`config.mk`:
```
export PLATFORM = sky130hd
export DESIGN_NAME = cim_mem_arbiter_flat
export DESIGN_NICKNAME = d
export VERILOG_FILES = /design/src/rtl/cim_mem_arbiter_if.sv /design/src/rtl/cim_mem_arbiter.sv /design/src/flat_wrapper.sv
export SDC_FILE = /design/constraint.sdc
export NUM_CORES = 1
export LEC_CHECK = 0
export BUFFER_PORTS_ARGS = -buffer_cell sky130_fd_sc_hd__buf_4
export CORE_MARGIN = 3
export CORE_UTILIZATION = 30
export CTS_CLUSTER_DIAMETER = 50
export DETAILED_ROUTE_END_ITERATION = 8
export GPL_ROUTABILITY_DRIVEN = 0
export HOLD_SLACK_MARGIN = 0.05
export PLACE_DENSITY = 0.6
export SLEW_MARGIN = 20
export SYNTH_ARGS = -nofsm -noshare
export SYNTH_HDL_FRONTEND = slang
export SYNTH_SLANG_ARGS = --single-unit
export TNS_END_PERCENT = 30
```
`constraint.sdc`:
```
create_clock -name clk -period 9.1 [get_ports clk]
set_input_delay 0.91 -clock clk [delete_from_list [all_inputs] [get_ports clk]]
set_output_delay 0.91 -clock clk [all_outputs]
set_load 0.005 [all_outputs]
```
`src/rtl/cim_mem_arbiter_if.sv`:
```
// Client-side request/response bundle between the CiM access sources and one bank arbiter.
// Requests are packed per client; grants and read responses come back one-hot.
interface cim_mem_arbiter_if #(
    parameter int N_CLIENTS = 6,
    parameter int ADDR_W    = 10,
    parameter int DATA_W    = 16
);
    logic [N_CLIENTS-1:0]        req_valid;
    logic [N_CLIENTS-1:0]        req_write;
    logic [N_CLIENTS-1:0]        req_lock;
    logic [N_CLIENTS*ADDR_W-1:0] req_addr;
    logic [N_CLIENTS*DATA_W-1:0] req_wdata;
    logic [N_CLIENTS-1:0]        req_ready;
    logic [N_CLIENTS-1:0]        rsp_valid;
    logic [DATA_W-1:0]           rsp_data;

    modport master (
        output req_valid, req_write, req_lock, req_addr, req_wdata,
        input  req_ready, rsp_valid, rsp_data
    );

    modport slave (
        input  req_valid, req_write, req_lock, req_addr, req_wdata,
        output req_ready, rsp_valid, rsp_data
    );
endinterface

```
`src/rtl/cim_mem_arbiter.sv`:
```
// Single-port bank arbiter: starvation > lock > fixed priority, one grant per cycle, 0-cycle grant.
// Reads answer one cycle after grant; ungranted clients simply hold their request (no queueing).
module cim_mem_arbiter #(
    parameter int                   N_CLIENTS     = 6,
    parameter int                   ADDR_W        = 10,
    parameter int                   DATA_W        = 16,
    parameter logic [N_CLIENTS-1:0] WRITE_EN_MASK = 6'b111011,
    parameter int                   STARVE_LIMIT  = 8
) (
    input  logic                 clk,
    input  logic                 rst_n,
    cim_mem_arbiter_if.slave     bus,
    output logic [N_CLIENTS-1:0] mem_read_req_src,
    output logic [N_CLIENTS-1:0] mem_write_req_src,
    output logic [ADDR_W-1:0]    mem_addr,
    output logic [DATA_W-1:0]    mem_wdata,
    input  logic [DATA_W-1:0]    mem_read_data,
    output logic                 err_illegal_write,
    output logic [2:0]           err_client
);
    localparam int CW = $clog2(STARVE_LIMIT + 1);
    localparam int IW = (N_CLIENTS > 1) ? $clog2(N_CLIENTS) : 1;

    logic [N_CLIENTS-1:0] illegal;
    logic [N_CLIENTS-1:0] eligible;
    logic [N_CLIENTS-1:0] starved;
    logic [N_CLIENTS-1:0] grant;
    logic [CW-1:0]        wait_cnt [N_CLIENTS];
    logic                 lock_vld;
    logic [IW-1:0]        lock_idx;
    logic                 win_vld;
    logic [IW-1:0]        win_idx;
    logic [IW-1:0]        ill_idx;
    logic [N_CLIENTS-1:0] rd_owner;
    logic [ADDR_W-1:0]    addr_q;
    logic [DATA_W-1:0]    wdata_q;

    always_comb begin
        illegal  = bus.req_valid & bus.req_write & ~WRITE_EN_MASK;
        eligible = bus.req_valid & ~illegal;
        for (int i = 0; i < N_CLIENTS; i++) begin
            starved[i] = eligible[i] && (wait_cnt[i] == CW'(STARVE_LIMIT));
        end
    end

    // Descending loops leave the lowest matching index in the result.
    always_comb begin
        win_vld = 1'b0;
        win_idx = '0;
        if (rst_n) begin
            if (|starved) begin
                win_vld = 1'b1;
                for (int i = N_CLIENTS - 1; i >= 0; i--) begin
                    if (starved[i]) win_idx = IW'(i);
                end
            end else if (lock_vld && eligible[lock_idx]) begin
                win_vld = 1'b1;
                win_idx = lock_idx;
            end else if (|eligible) begin
                win_vld = 1'b1;
                for (int i = N_CLIENTS - 1; i >= 0; i--) begin
                    if (eligible[i]) win_idx = IW'(i);
                end
            end
        end
    end

    always_comb begin
        ill_idx = '0;
        for (int i = N_CLIENTS - 1; i >= 0; i--) begin
            if (illegal[i]) ill_idx = IW'(i);
        end
    end

    always_comb begin
        grant     = '0;
        mem_addr  = addr_q;
        mem_wdata = wdata_q;
        if (win_vld) begin
            grant     = N_CLIENTS'(1) << win_idx;
            mem_addr  = bus.req_addr[win_idx*ADDR_W +: ADDR_W];
            mem_wdata = bus.req_wdata[win_idx*DATA_W +: DATA_W];
        end
    end

    assign bus.req_ready       = grant;
    assign mem_write_req_src   = grant & bus.req_write;
    assign mem_read_req_src    = grant & ~bus.req_write;
    assign bus.rsp_valid       = rd_owner;
    assign bus.rsp_data        = mem_read_data;

    always_ff @(posedge clk) begin
        if (!rst_n) begin
            for (int i = 0; i < N_CLIENTS; i++) begin
                wait_cnt[i] <= '0;
            end
            lock_vld          <= 1'b0;
            lock_idx          <= '0;
            rd_owner          <= '0;
            addr_q            <= '0;
            wdata_q           <= '0;
            err_illegal_write <= 1'b0;
            err_client        <= 3'd0;
        end else begin
            for (int i = 0; i < N_CLIENTS; i++) begin
                if (grant[i] || !eligible[i]) begin
                    wait_cnt[i] <= '0;
                end else if (wait_cnt[i] != CW'(STARVE_LIMIT)) begin
                    wait_cnt[i] <= wait_cnt[i] + 1'b1;
                end
            end
            // Any grant without req_lock, including a starvation grant, drops the lock.
            lock_vld <= win_vld && bus.req_lock[win_idx];
            lock_idx <= win_idx;
            rd_owner <= grant & ~bus.req_write;
            if (win_vld) begin
                addr_q  <= mem_addr;
                wdata_q <= mem_wdata;
            end
            if (|illegal) begin
                err_illegal_write <= 1'b1;
                if (!err_illegal_write) err_client <= 3'(ill_idx);
            end
        end
    end
endmodule

```
`src/flat_wrapper.sv`:
```
// flat-port wrapper written by rule: the top's interface ports become plain ports
module cim_mem_arbiter_flat 
#(
    parameter int                   N_CLIENTS     = 6,
    parameter int                   ADDR_W        = 10,
    parameter int                   DATA_W        = 16,
    parameter logic [N_CLIENTS-1:0] WRITE_EN_MASK = 6'b111011,
    parameter int                   STARVE_LIMIT  = 8
)
  (clk, rst_n, mem_read_req_src, mem_write_req_src, mem_addr, mem_wdata, mem_read_data, err_illegal_write, err_client, bus_req_valid, bus_req_write, bus_req_lock, bus_req_addr, bus_req_wdata, bus_req_ready, bus_rsp_valid, bus_rsp_data);
  cim_mem_arbiter_if #(.N_CLIENTS(N_CLIENTS), .ADDR_W(ADDR_W), .DATA_W(DATA_W)) bus_i ();
  input  logic clk;
  input  logic rst_n;
  output logic [N_CLIENTS-1:0] mem_read_req_src;
  output logic [N_CLIENTS-1:0] mem_write_req_src;
  output logic [ADDR_W-1:0] mem_addr;
  output logic [DATA_W-1:0] mem_wdata;
  input  logic [DATA_W-1:0] mem_read_data;
  output logic err_illegal_write;
  output logic [2:0] err_client;
  input wire logic [$bits(bus_i.req_valid)-1:0] bus_req_valid;
  input wire logic [$bits(bus_i.req_write)-1:0] bus_req_write;
  input wire logic [$bits(bus_i.req_lock)-1:0] bus_req_lock;
  input wire logic [$bits(bus_i.req_addr)-1:0] bus_req_addr;
  input wire logic [$bits(bus_i.req_wdata)-1:0] bus_req_wdata;
  output wire logic [$bits(bus_i.req_ready)-1:0] bus_req_ready;
  output wire logic [$bits(bus_i.rsp_valid)-1:0] bus_rsp_valid;
  output wire logic [$bits(bus_i.rsp_data)-1:0] bus_rsp_data;
  assign bus_i.req_valid = bus_req_valid;
  assign bus_i.req_write = bus_req_write;
  assign bus_i.req_lock = bus_req_lock;
  assign bus_i.req_addr = bus_req_addr;
  assign bus_i.req_wdata = bus_req_wdata;
  assign bus_req_ready = bus_i.req_ready;
  assign bus_rsp_valid = bus_i.rsp_valid;
  assign bus_rsp_data = bus_i.rsp_data;
  cim_mem_arbiter #(.N_CLIENTS(N_CLIENTS), .ADDR_W(ADDR_W), .DATA_W(DATA_W), .WRITE_EN_MASK(WRITE_EN_MASK), .STARVE_LIMIT(STARVE_LIMIT)) u_core (.clk(clk), .rst_n(rst_n), .bus(bus_i), .mem_read_req_src(mem_read_req_src), .mem_write_req_src(mem_write_req_src), .mem_addr(mem_addr), .mem_wdata(mem_wdata), .mem_read_data(mem_read_data), .err_illegal_write(err_illegal_write), .err_client(err_client));
endmodule
```
Yosys cells after proc, flatten, opt, wreduce, memory -nomap -nowiden --
Memories as Yosys holds them, arrays and structs flattened. Index checks and enable logic that the tools add are counted.
Cells by class: multipliers 1, order comparisons 2, reductions and logical operators 23, add/subtract/negate cells 6, shift-type cells 3, equality and inequality tests 12, mux-type cells 82, bitwise operators 19
Operators with widths (count):
- 96-bit by 8-bit variable part select with 16-bit output | 1
- 60-bit by 8-bit variable part select with 10-bit output | 1
- 1-bit 2-to-1 mux | 49
- 3-bit 2-to-1 mux | 16
- 4-bit 2-to-1 mux | 12
- 4-bit by 1-bit adder with 4-bit output, second input constant | 6
- 4-bit equality test, second input constant | 6
- 4-bit inequality test, second input constant | 6
- 6-bit bitwise AND | 3
- 16-bit 2-to-1 mux | 1
- 1-bit bitwise OR | 12
- 6-bit OR reduction | 2
- 10-bit 2-to-1 mux | 1
- 1-bit logical AND | 8
- 3-bit by 4-bit less-than comparator with 1-bit output, second input constant | 2
- 1-bit binary-select mux with 3-bit select | 2
- 1-bit logical NOT | 6
- 1-bit logical OR | 6
- 3-bit by 3-bit multiplier with 6-bit output, second input constant | 1
- 6-bit 2-to-1 mux | 1
- 3-bit NOT with 6-bit output | 1
- 6-bit NOT | 1
- 1-bit by 3-bit left shift with 6-bit output, first input constant | 1
- 3-bit bitwise AND | 1
- other kinds (2) | 2
Word-level totals: memories 1, input bits 192, memory bits (writable) 24, logic and storage cells 156, output and inout bits 70, register bits 38
Memories:
- u_core.wait_cnt | depth 6, width 4, rd ports 6, clocked after memory_dff 0, wr ports 6, RTL line cim_mem_arbiter.sv:28 | logic [CW-1:0] wait_cnt [N_CLIENTS];

Longest topological paths before layout --
Gate-level depths: netlist of the first run.
word-level depth 21, mapped depth 13, depth with buffers taken out 11

Least setup slack after synthesis of the first run --
Ideal clock, no wire load.
path type input-to-output, start input bus_req_valid[3], end output mem_addr[6], cell stages on the path 10, required time 8.190 ns, data arrival time 2.789 ns, slack 5.401 ns, path buffers 2, cells stage by stage and4b_1 o21bai_1 nor3_1 or3b_1 buf_2 nand3_4 inv_6 buf_6 mux2_1 nand4_1
Between the ends: word-level cells in the longest chain between the ends 12, elaborated cells between the ends (all ways) 26
Ends and longest elaborated chain:
- from (decl) | RTL line flat_wrapper.sv:21 | input wire logic [$bits(bus_i.req_valid)-1:0] bus_req_valid;
- 6-bit bitwise AND (*) | RTL line cim_mem_arbiter.sv:40 | eligible = bus.req_valid & ~illegal;
- 3-bit 2-to-1 mux (4 in a row) | RTL line cim_mem_arbiter.sv:62 | if (eligible[i]) win_idx = IW'(i);
- 3-bit 2-to-1 mux | RTL line cim_mem_arbiter.sv:59 | end else if (|eligible) begin
- 3-bit 2-to-1 mux | RTL line cim_mem_arbiter.sv:56 | end else if (lock_vld && eligible[lock_idx]) begin
- 3-bit 2-to-1 mux | RTL line cim_mem_arbiter.sv:51 | if (|starved) begin
- 3-bit 2-to-1 mux | RTL line cim_mem_arbiter.sv:50 | if (rst_n) begin
- 3-bit by 3-bit multiplier with 6-bit output | RTL line cim_mem_arbiter.sv:81 | mem_addr = bus.req_addr[win_idx*ADDR_W +: ADDR_W];
- 60-bit by 8-bit variable part select with 10-bit output | RTL line cim_mem_arbiter.sv:81
- 10-bit 2-to-1 mux (*) | RTL line cim_mem_arbiter.sv:79 | if (win_vld) begin
- to (decl) | RTL line flat_wrapper.sv:16 | output logic [ADDR_W-1:0] mem_addr;
Mark *: on every way between the ends. The rest lies on a longest branch, timed or not. The select of a mux whose other input is x is not followed.

Worst setup path in the final report of the first run --
Same ends and word-level chain as after synthesis.

==> results.md, run 1 <==
* Outcome: finished clean
* Initial drt markers at 230
* Register area share after synthesis at 28.74%
* Hold Path End: u_core.err_client[1]$_SDFFE_PN0P_
* Clk network pwr share at 40.1%
* Cell Pwr Density at 130.8 nW/µm²
* WHS Path Cells at 2
* Min-Delay Startpoint: u_core.err_client[1]$_SDFFE_PN0P_
* Number of setup buffers added after CTS at 0
* Maximum VDD drop at 0.09839 mV
* # IOs at 262
* Post-Synthesis Cells at 657
* Rows at 47
* Fin crit period at 5.111 ns
* CP Data Required Time at 8.19 ns
* Area Overhead vs Synth at 39.17%
* RSZ-0062 raised after global routing: no
* WL final at 17710 µm
* CP Launch Type: primary input
* Crit-path max FO at 60
* PortBufs at 226
* DIE AREA at 18790 µm²
* Max Clock Skew at 0.008527 ns
* Kind of critical path: primary input to output pin
* Most numerous cell in the Yosys netlist: nand2_1
* CTS H-tree depth at 3
* Gate power share at 26.6%
* EDFF count, synth at 24
* Clock tree buffer depth at 2
* Final hold vios at 0
* Vias at 5435
* Max Cap Viol at 0
* Commonest cells post-synth: nand2_1, nand3_1, inv_1, mux2_2, clkbuf_1
* Final Instance Count excl. Fillers at 1060
* Nets at 1039
* Final setup viols at 0
* Worst reg2reg endpoint: u_core.wait_cnt[0][4]$_SDFFCE_PN0P_
* Net Sw Frac at 27.77%
* Synth Cell Area at 5155 µm²
* Final HPWL DP at 12750 µm
* Ys Warns at 0
* Reg2Reg Depth at 12
* Residual DRC at 0
* Type of the worst min-delay path: flop to flop
* Clk Latency, worst-skew pair at 0.33 ns
* DIE HEIGHT at 137.1 µm
* Initial antenna violation count at 0
* Distinct cells, synth at 50
* Vias in the first global route at 5074
* CP Capture Type: output pin
* Post-synth top area share at 14.76%
* Pwr Total at 0.0009387 W
* Area leader, netlist: dfxtp_1
* Vias per std cell at 5.127
* Slew HR at 29.64%
* Post-synth ARST share at 0%
* P_int at 0.0006780 W
* FF-to-FF Start: u_core.wait_cnt[0][12]$_SDFFCE_PN0P_
* Sequential share of power at 33.3%
* Leakage Power at 3.032 nW
* Worst-Margin Slew at 1.055 ns
* Hold buffer count at CTS at 0
* CTS sink cnt at 62
* Psw at 0.0002607 W
* Fillers at 1750
* Root Driver: clkbuf_16
* Clock slew at reported path FFs at 0.06 ns
* CP arrival at 4.20 ns
* Syn_area_per_cell at 7.846 µm²
* First-pass GRT wire length at 26770 µm
* Max Freq at 0.1957 GHz
* Drt pass-1 iters at 4
* FF+latch count, synth at 62
* Resized cells post-CTS at 0
* Diode count at 0
* Starting density of the core at 30.87%
* Die W at 137.1 µm
* Cells taking the most area after synthesis: dfxtp_1, edfxtp_1, mux2_2
* CTS Buf Count at 9
* GR Overflow Total at 0
* Setup TNS at 0 ns
* Final period util at 56.16%
* Largest net degree at the start of global routing at 73
* Placed cells at 1044
* Share of cells above drive strength 1 at 36.67%
* Core Box Area at 16700 µm²
* DRT antenna net count at 0
* GRT Overall Usage at 18.23%
* TritonCTS clock tree: done
* Ys flop type: dfxtp_1
* R2r setup slk at 4.99 ns
* WL/cell at 16.70 µm
* Pins over their slew limit at 0
## through the flow
stage | cell area, µm² | setup WS [ns] | hold WS, ns | util (%)
2_1_floorplan | 5174 | 5.401 | 0.4605 | -
3_3_place_gp | 6855 | 4.212 | 0.4549 | 41.05
3_5_place_dp | 6855 | 4.193 | 0.4654 | 41.05
4_1_cts | 7173 | 4.188 | 0.4786 | 42.95
5_1_grt | 7174 | 3.545 | 0.5258 | 42.96
6_report | 7174 | 3.989 | 0.4699 | 42.96
## worst max-delay path, cell delays in order
cell	delay, ns
buf_4	0.13
and4b_1	0.22
o21bai_1	0.18
nor3_1	0.33
nand2_1	0.09
nand2_1	0.23
clkinv_2	0.75
a211oi_4	0.44
buf_4	0.35
o21ai_0	0.26
nand4_1	0.15
buf_4	0.12
## state kept, by name, indices dropped and copies added, names as in the netlist
| signal | cells |
|---|---|
| u_core.lock_vld | 1 |
| u_core.err_client | 1 |
| u_core.addr_q | 10 |
| u_core.lock_idx | 3 |
| u_core.err_illegal_write | 1 |
| u_core.wait_cnt | 24 |
| u_core.bus.rsp_valid | 6 |
| u_core.wdata_q | 16 |
## how the worst max path moves through the flow
stage | cells past startpoint | end | start
3_5_place_dp | 10 | mem_addr[6] | bus_req_valid[3]
3_3_place_gp | 10 | mem_addr[6] | bus_req_valid[3]
4_1_cts | 10 | mem_addr[6] | bus_req_valid[3]
6_report | 12 | mem_addr[6] | bus_req_valid[3]
2_1_floorplan | 10 | mem_addr[6] | bus_req_valid[3]
5_1_grt | 13 | mem_addr[6] | u_core.wait_cnt[0][12]$_SDFFCE_PN0P_
## metal layers
metal	routed length, µm	vias up	track usage (%)
met2	8491	192	30.90
met4	277	0	5.710
met1	7529	2518	22.61
li1	-	2707	-
met3	1406	18	4.706
met5	0	-	0
## area by class of cell
| cell class | count | area, µm² | share of cell area [%] |
|---|---|---|---|
| Clock buffer | 12 | 246.5 | 3.436 |
| Inverter | 56 | 216.5 | 3.017 |
| Sequential cell | 62 | 1481 | 20.65 |
| Clock inverter | 4 | 71.32 | 0.9941 |
| Tap cell | 220 | 275.3 | 3.837 |
| Timing Repair Buffer | 232 | 1742 | 24.28 |
| Multi-Input combinational cell | 474 | 3142 | 43.79 |
## power by group through the flow
stage,Combinational (W),Sequential [W],Clock [W]
floorplan,0.000134,0.000316,0
global placement,0.000250,0.000318,0
detailed placement,0.000250,0.000319,0
CTS,0.000251,0.000313,0.000386
global route,0.000275,0.000315,0.000397
finish,0.000249,0.000313,0.000376
## placed cells by master, fill, tap and decap left out, types with 3 or more instances in the layout
cell	n
buf_4	232
edfxtp_1	24
nand4_1	28
a41oi_1	26
a31oi_1	29
and2_1	5
o211ai_1	3
and4_1	27
xnor2_1	6
nor2_1	38
ha_1	12
o2111ai_1	3
nand3b_1	5
nand2_1	92
o21ai_0	28
and3_1	5
dfxtp_1	38
clkbuf_16	9
inv_1	53
mux2i_1	3
nor2b_1	4
nor3_1	4
conb_1	7
mux2_2	53
xor2_1	6
a21o_1	3
nand3_1	62
## cells by family after synthesis
logic type | synth area share [%]
AOI/OAI and AO/OA | 14.10
adders and majority gates | 2.913
DFF | 28.74
muxes | 12.38
and+or+nand+nor | 28.03
other | 0.1457
xor gates and xnor gates | 2.039
buffers and inverters | 11.65
Note: power is estimated with default switching activity, not from simulation.
==> inputs of run 2 (changes only) <==
--- a/config.mk
+++ b/config.mk
@@ -12,7 +12,7 @@
 export DETAILED_ROUTE_END_ITERATION = 8
 export GPL_ROUTABILITY_DRIVEN = 0
 export HOLD_SLACK_MARGIN = 0.05
-export PLACE_DENSITY = 0.6
+export PLACE_DENSITY = 0.62
 export SLEW_MARGIN = 20
 export SYNTH_ARGS = -nofsm -noshare
 export SYNTH_HDL_FRONTEND = slang
==> constraint.sdc (replaced) <==
create_clock -name clk -period 4.5 [get_ports clk]
set_input_delay 0.45 -clock clk [delete_from_list [all_inputs] [get_ports clk]]
set_output_delay 0.45 -clock clk [all_outputs]
set_load 0.005 [all_outputs]
==> results.md, run 2 (synthesis results as in run 1) <==
* Crit-path max FO at 28
* Final HPWL DP at 13480 µm
* Min-Delay Startpoint: bus_req_write[3]
* # IOs at 262
* Psw at 0.0005372 W
* Nets at 1044
* Resized cells post-CTS at 0
* Biggest regs: u_core.wait_cnt x24, u_core.wdata_q x16, u_core.addr_q x10
* Crit path launch: u_core.wait_cnt[0][12]$_SDFFCE_PN0P_
* Multi-input logic area at 3142 µm²
* Number of setup buffers added after CTS at 0
* P_int at 0.001360 W
* First-pass GRT wire length at 27170 µm
* DIE HEIGHT at 137.1 µm
* Root Driver: clkbuf_16
* Hold buffer count at CTS at 0
* CTS H-tree depth at 3
* RSZ-0062 raised after global routing: no
* Worst reg2reg endpoint: u_core.wait_cnt[0][6]$_SDFFCE_PN0P_
* CTS Buf Count at 9
* GRT Overall Usage at 18.56%
* Max Clock Skew at 0.006460 ns
* CP arrival at 3.78 ns
* Largest register by flop count: u_core.wait_cnt
* FF-to-FF Start: u_core.wait_cnt[0][12]$_SDFFCE_PN0P_
* Vias per std cell at 5.161
* Initial antenna violation count at 0
* Die W at 137.1 µm
* Final period util at 94.08%
* Hold Path End: u_core.bus.rsp_valid[3]$_SDFF_PN0_
* Clock slew at reported path FFs at 0.06 ns
* Final setup viols at 0
* Final hold vios at 0
* Setup WS post-layout at 0.2664 ns
* Fin crit period at 4.234 ns
* Sequential share of power at 33.4%
* Pre-CTS WS at 0.6881 ns
* Clock tree buffer depth at 2
* Max FFs per register at 24
* Diode count at 0
* Sequential cell area at 1481 µm²
* Clk network pwr share at 39.7%
* Initial drt markers at 263
* Hold Worst Slack at 0.2816 ns
* Cell Pwr Density at 263.2 nW/µm²
* Pins over their slew limit at 0
* Kind of critical path: flop to output pin
* Fillers at 1749
* CP Data Required Time at 4.05 ns
* Most frequent cells in the layout: buf_4, nand2_1, nand3_1, inv_1, mux2_2
* Largest net degree at the start of global routing at 73
* Share of cells above drive strength 1 at 37.28%
* Gate power share at 27.0%
* CP Capture Type: output pin
* WHS Path Cells at 2
* Vias in the first global route at 5033
* Max Freq at 0.2362 GHz
* PortBufs at 226
* Reg2Reg Depth at 10
* Rows at 47
* TritonCTS clock tree: done
* Starting density of the core at 30.87%
* Vias at 5496
* Maximum VDD drop at 0.1675 mV
* Slew HR at 55.23%
* Residual DRC at 0
* Area Overhead vs Synth at 39.83%
* WL/cell at 17.08 µm
* CTS sink cnt at 62
* Drt pass-1 iters at 5
* DRT antenna net count at 0
* R2r setup slk at 0.99 ns
* Outcome: finished clean
* CP Launch Type: flop
* Worst-Margin Slew at 0.6715 ns
* Leakage Power at 3.060 nW
* Final core utilization at 43.16%
* Core Box Area at 16700 µm²
* Net Sw Frac at 28.32%
* Commonest non-fill, non-tap cell in the layout: buf_4
* GR Overflow Total at 0
* Max Cap Viol at 0
* WL final at 18190 µm
* Type of the worst min-delay path: primary input to flop
* DIE AREA at 18790 µm²
* Clk Latency, worst-skew pair at 0.34 ns
* Setup TNS at 0 ns
==> run 2: cell types whose count changed in the layout (fill, tap and decap cells not counted), sizes merged <==
cell	delta
buf	+5
inv	+1
clkbuf	-2
clkinv	+1
==> run 2: area by class of cell <==
class                   instances  share of cell area [%]
flip-flops and latches         62                   20.55
multi-input cells             474                   43.59
inverters                      56                   2.986
clock buffers                  10                   3.177
clock inverters                 6                   1.198
well taps                     220                   3.819
repair buffers                237                   24.68
==> run 2: worst max-delay path by stage <==
stage          cells after the start           to
4_1_cts                           11  mem_addr[6]
3_3_place_gp                      11  mem_addr[6]
3_5_place_dp                      11  mem_addr[6]
2_1_floorplan                     12  mem_addr[6]
5_1_grt                           11  mem_addr[6]
6_report                          11  mem_addr[6]
==> run 2: power groups by stage <==
stage,Clock (W),Combinational [W],Sequential (W)
final,0.000752,0.000512,0.000633
after global routing,0.000794,0.000561,0.000636
after CTS,0.000773,0.000516,0.000633
after detailed placement,0,0.000514,0.000644
after global placement,0,0.000511,0.000644
after floorplan,0,0.000272,0.000639
==> run 2: through the flow <==
stage	std cells	instance area [µm²]	total power, W
after floorplan	662	5174	0.0009114
after global placement	1049	6893	0.001154
after detailed placement	1049	6893	0.001158
after CTS	1065	7208	0.001922
after global routing	1065	7208	0.001991
final	1065	7208	0.001897
==> run 2: layer usage <==
metal  share of wire, %  global-route usage, %  up-vias  wire length (µm)
li1                   -                      -     2724                 -
met1                 42                  23.46     2547              7680
met2                 48                  30.76      202              8781
met3                8.1                  6.176       23              1475
met4                1.4                  4.102        0               252
met5                  0                      0        -                 0
==> run 2: critical path: stages (launching register included) <==
cell and delay (ns):
edfxtp_1 0.38, inv_1 0.06, ha_1 0.20, and4b_1 0.24
o21bai_1 0.19, nor3_1 0.34, or3b_2 0.76, buf_4 0.33
and4_1 0.22, o21ai_0 0.40, nand4_1 0.15, buf_4 0.16
==> inputs of run 3 (changes only) <==
--- a/config.mk
+++ b/config.mk
@@ -6,12 +6,13 @@
 export NUM_CORES = 1
 export LEC_CHECK = 0
 export BUFFER_PORTS_ARGS = -buffer_cell sky130_fd_sc_hd__buf_4
+export CAP_MARGIN = 5
+export CORE_ASPECT_RATIO = 1.75
 export CORE_MARGIN = 3
 export CORE_UTILIZATION = 30
 export CTS_CLUSTER_DIAMETER = 50
 export DETAILED_ROUTE_END_ITERATION = 8
 export GPL_ROUTABILITY_DRIVEN = 0
-export HOLD_SLACK_MARGIN = 0.05
 export PLACE_DENSITY = 0.62
 export SLEW_MARGIN = 20
 export SYNTH_ARGS = -nofsm -noshare
==> results.md, run 3 (synthesis results as in run 1) <==
* Fin crit period at 3.991 ns
* GR Overflow Total at 0
* Clk Latency, worst-skew pair at 0.33 ns
* Max FFs per register at 24
* Residual DRC at 0
* Clock slew at reported path FFs at 0.06 ns
* Pwr Total at 0.001896 W
* CP Launch Type: flop
* Vias per std cell at 5.108
* Maximum VDD drop at 0.1793 mV
* DRT antenna net count at 0
* WL/cell at 17.46 µm
* CP Capture Type: output pin
* Fillers at 1773
* Critical Path Slowest Stage Cell: or3b_2
* Crit-path cells: inv_1, ha_1, and4b_1, o21bai_1, nor3_1, or3b_2, buf_4, and4_1, o21ai_0, nand4_1, buf_4
* Reg2Reg Depth at 12
* Cell Pwr Density at 262.8 nW/µm²
* Final hold vios at 0
* # IOs at 262
* Final setup viols at 0
* Area Overhead vs Synth at 39.93%
* Slew HR at 56.24%
* Share of cells above drive strength 1 at 37.28%
* Sequential cell area at 1481 µm²
* Drt pass-1 iters at 5
* Max Clock Skew at 0.006922 ns
* Largest register by flop count: u_core.wait_cnt
* WL final at 18670 µm
* Min-Delay Startpoint: bus_req_write[5]
* Vias at 5460
* Core Box Area at 16600 µm²
* CP Data Required Time at 4.05 ns
* Final period util at 88.70%
* Most frequent cells in the layout: buf_4, nand2_1, nand3_1, inv_1, mux2_2
* Setup TNS at 0 ns
* Starting density of the core at 31.05%
* Top cell by count, worst path: buf_4
* Max Freq at 0.2505 GHz
* CTS sink cnt at 62
* CP arrival at 3.54 ns
* Clock tree buffer depth at 2
* Root Driver: clkbuf_16
* Commonest non-fill, non-tap cell in the layout: buf_4
* Rows at 62
* R2r setup slk at 1.10 ns
* DIE HEIGHT at 179.4 µm
* Final Instance Count excl. Fillers at 1069
* Crit path launch: u_core.wait_cnt[0][12]$_SDFFCE_PN0P_
* Multi-input logic area at 3142 µm²
* Diode count at 0
* Placed cells at 1053
* GRT Overall Usage at 19.49%
* Max Cap Viol at 0
* Resized cells post-CTS at 0
* FF-to-FF Start: u_core.wait_cnt[0][12]$_SDFFCE_PN0P_
* CTS Buf Count at 9
* Initial drt markers at 213
* TritonCTS clock tree: done
* Worst-Margin Slew at 0.6563 ns
* Type of the worst min-delay path: primary input to flop
* Top delay family on crit path: simple AND/OR/NAND/NOR gates
* Final HPWL DP at 14150 µm
* Nets at 1044
* CTS H-tree depth at 3
* Vias in the first global route at 5561
* Hold buffer count at CTS at 0
* First-pass GRT wire length at 29080 µm
* Die W at 105.1 µm
* CP bufs+invs at 3
* Biggest regs: u_core.wait_cnt x24, u_core.wdata_q x16, u_core.addr_q x10
* Outcome: finished clean
* WP depth at 11
* Pins over their slew limit at 0
* PortBufs at 226
* RSZ-0062 raised after global routing: no
* WHS Path Cells at 2
* Slowest stage delay, CP at 0.53 ns
* Number of setup buffers added after CTS at 0
* Largest net degree at the start of global routing at 73
* DIE AREA at 18850 µm²
* Crit-path max FO at 54
* Worst reg2reg endpoint: u_core.wait_cnt[0][6]$_SDFFCE_PN0P_
* Initial antenna violation count at 0
* Leakage Power at 3.060 nW
* Hold Path End: u_core.bus.rsp_valid[5]$_SDFF_PN0_
* Kind of critical path: flop to output pin
==> run 3: layout make-up <==
class	instances	share of cell area (%)
tap	224	3.886
inverter	56	2.984
clock inverter	6	1.197
timing repair buffer	237	24.67
multi-input combinational	474	43.56
sequential	62	20.54
clock buffer	10	3.174
==> run 3: report_power, final <==
part	switching (W)	total (W)	leakage (nW)	internal [W]
Sequential	0.0000159	0.000633	0.597	0.000617
Combinational	0.000253	0.000513	2.31	0.000259
Clock	0.000266	0.000750	0.152	0.000484
==> run 3: layer usage <==
layer	vias to the layer above	share of wire (%)	wire length, µm	global-route usage (%)
met2	179	53	9962	36.25
li1	2729	-	-	-
met3	41	5.3	995	3.769
met4	0	3.4	641	8.776
met5	-	0	0	0
met1	2511	38	7067	20.92
==> run 3: how the worst max path moves through the flow <==
stage	end	slack, ns
after floorplan	mem_addr[6]	1.54
after global placement	mem_read_req_src[0]	0.99
after detailed placement	mem_addr[8]	0.94
after CTS	mem_addr[8]	0.57
after global routing	mem_read_req_src[0]	0.34
final	mem_addr[8]	0.51
==> run 3: metrics by stage <==
| step | hold WS, ns | area, µm² | setup slack (ns) | utilization (%) |
|---|---|---|---|---|
| 6_report | 0.2876 | 7213 | 0.5086 | 43.45 |
| 5_1_grt | 0.2831 | 7213 | 0.3368 | 43.45 |
| 4_1_cts | 0.2732 | 7213 | 0.5668 | 43.45 |
| 3_5_place_dp | 0.4899 | 6898 | 0.9397 | 41.55 |
| 3_3_place_gp | 0.4630 | 6898 | 0.9858 | 41.55 |
| 2_1_floorplan | 0.4605 | 5174 | 1.540 | - |
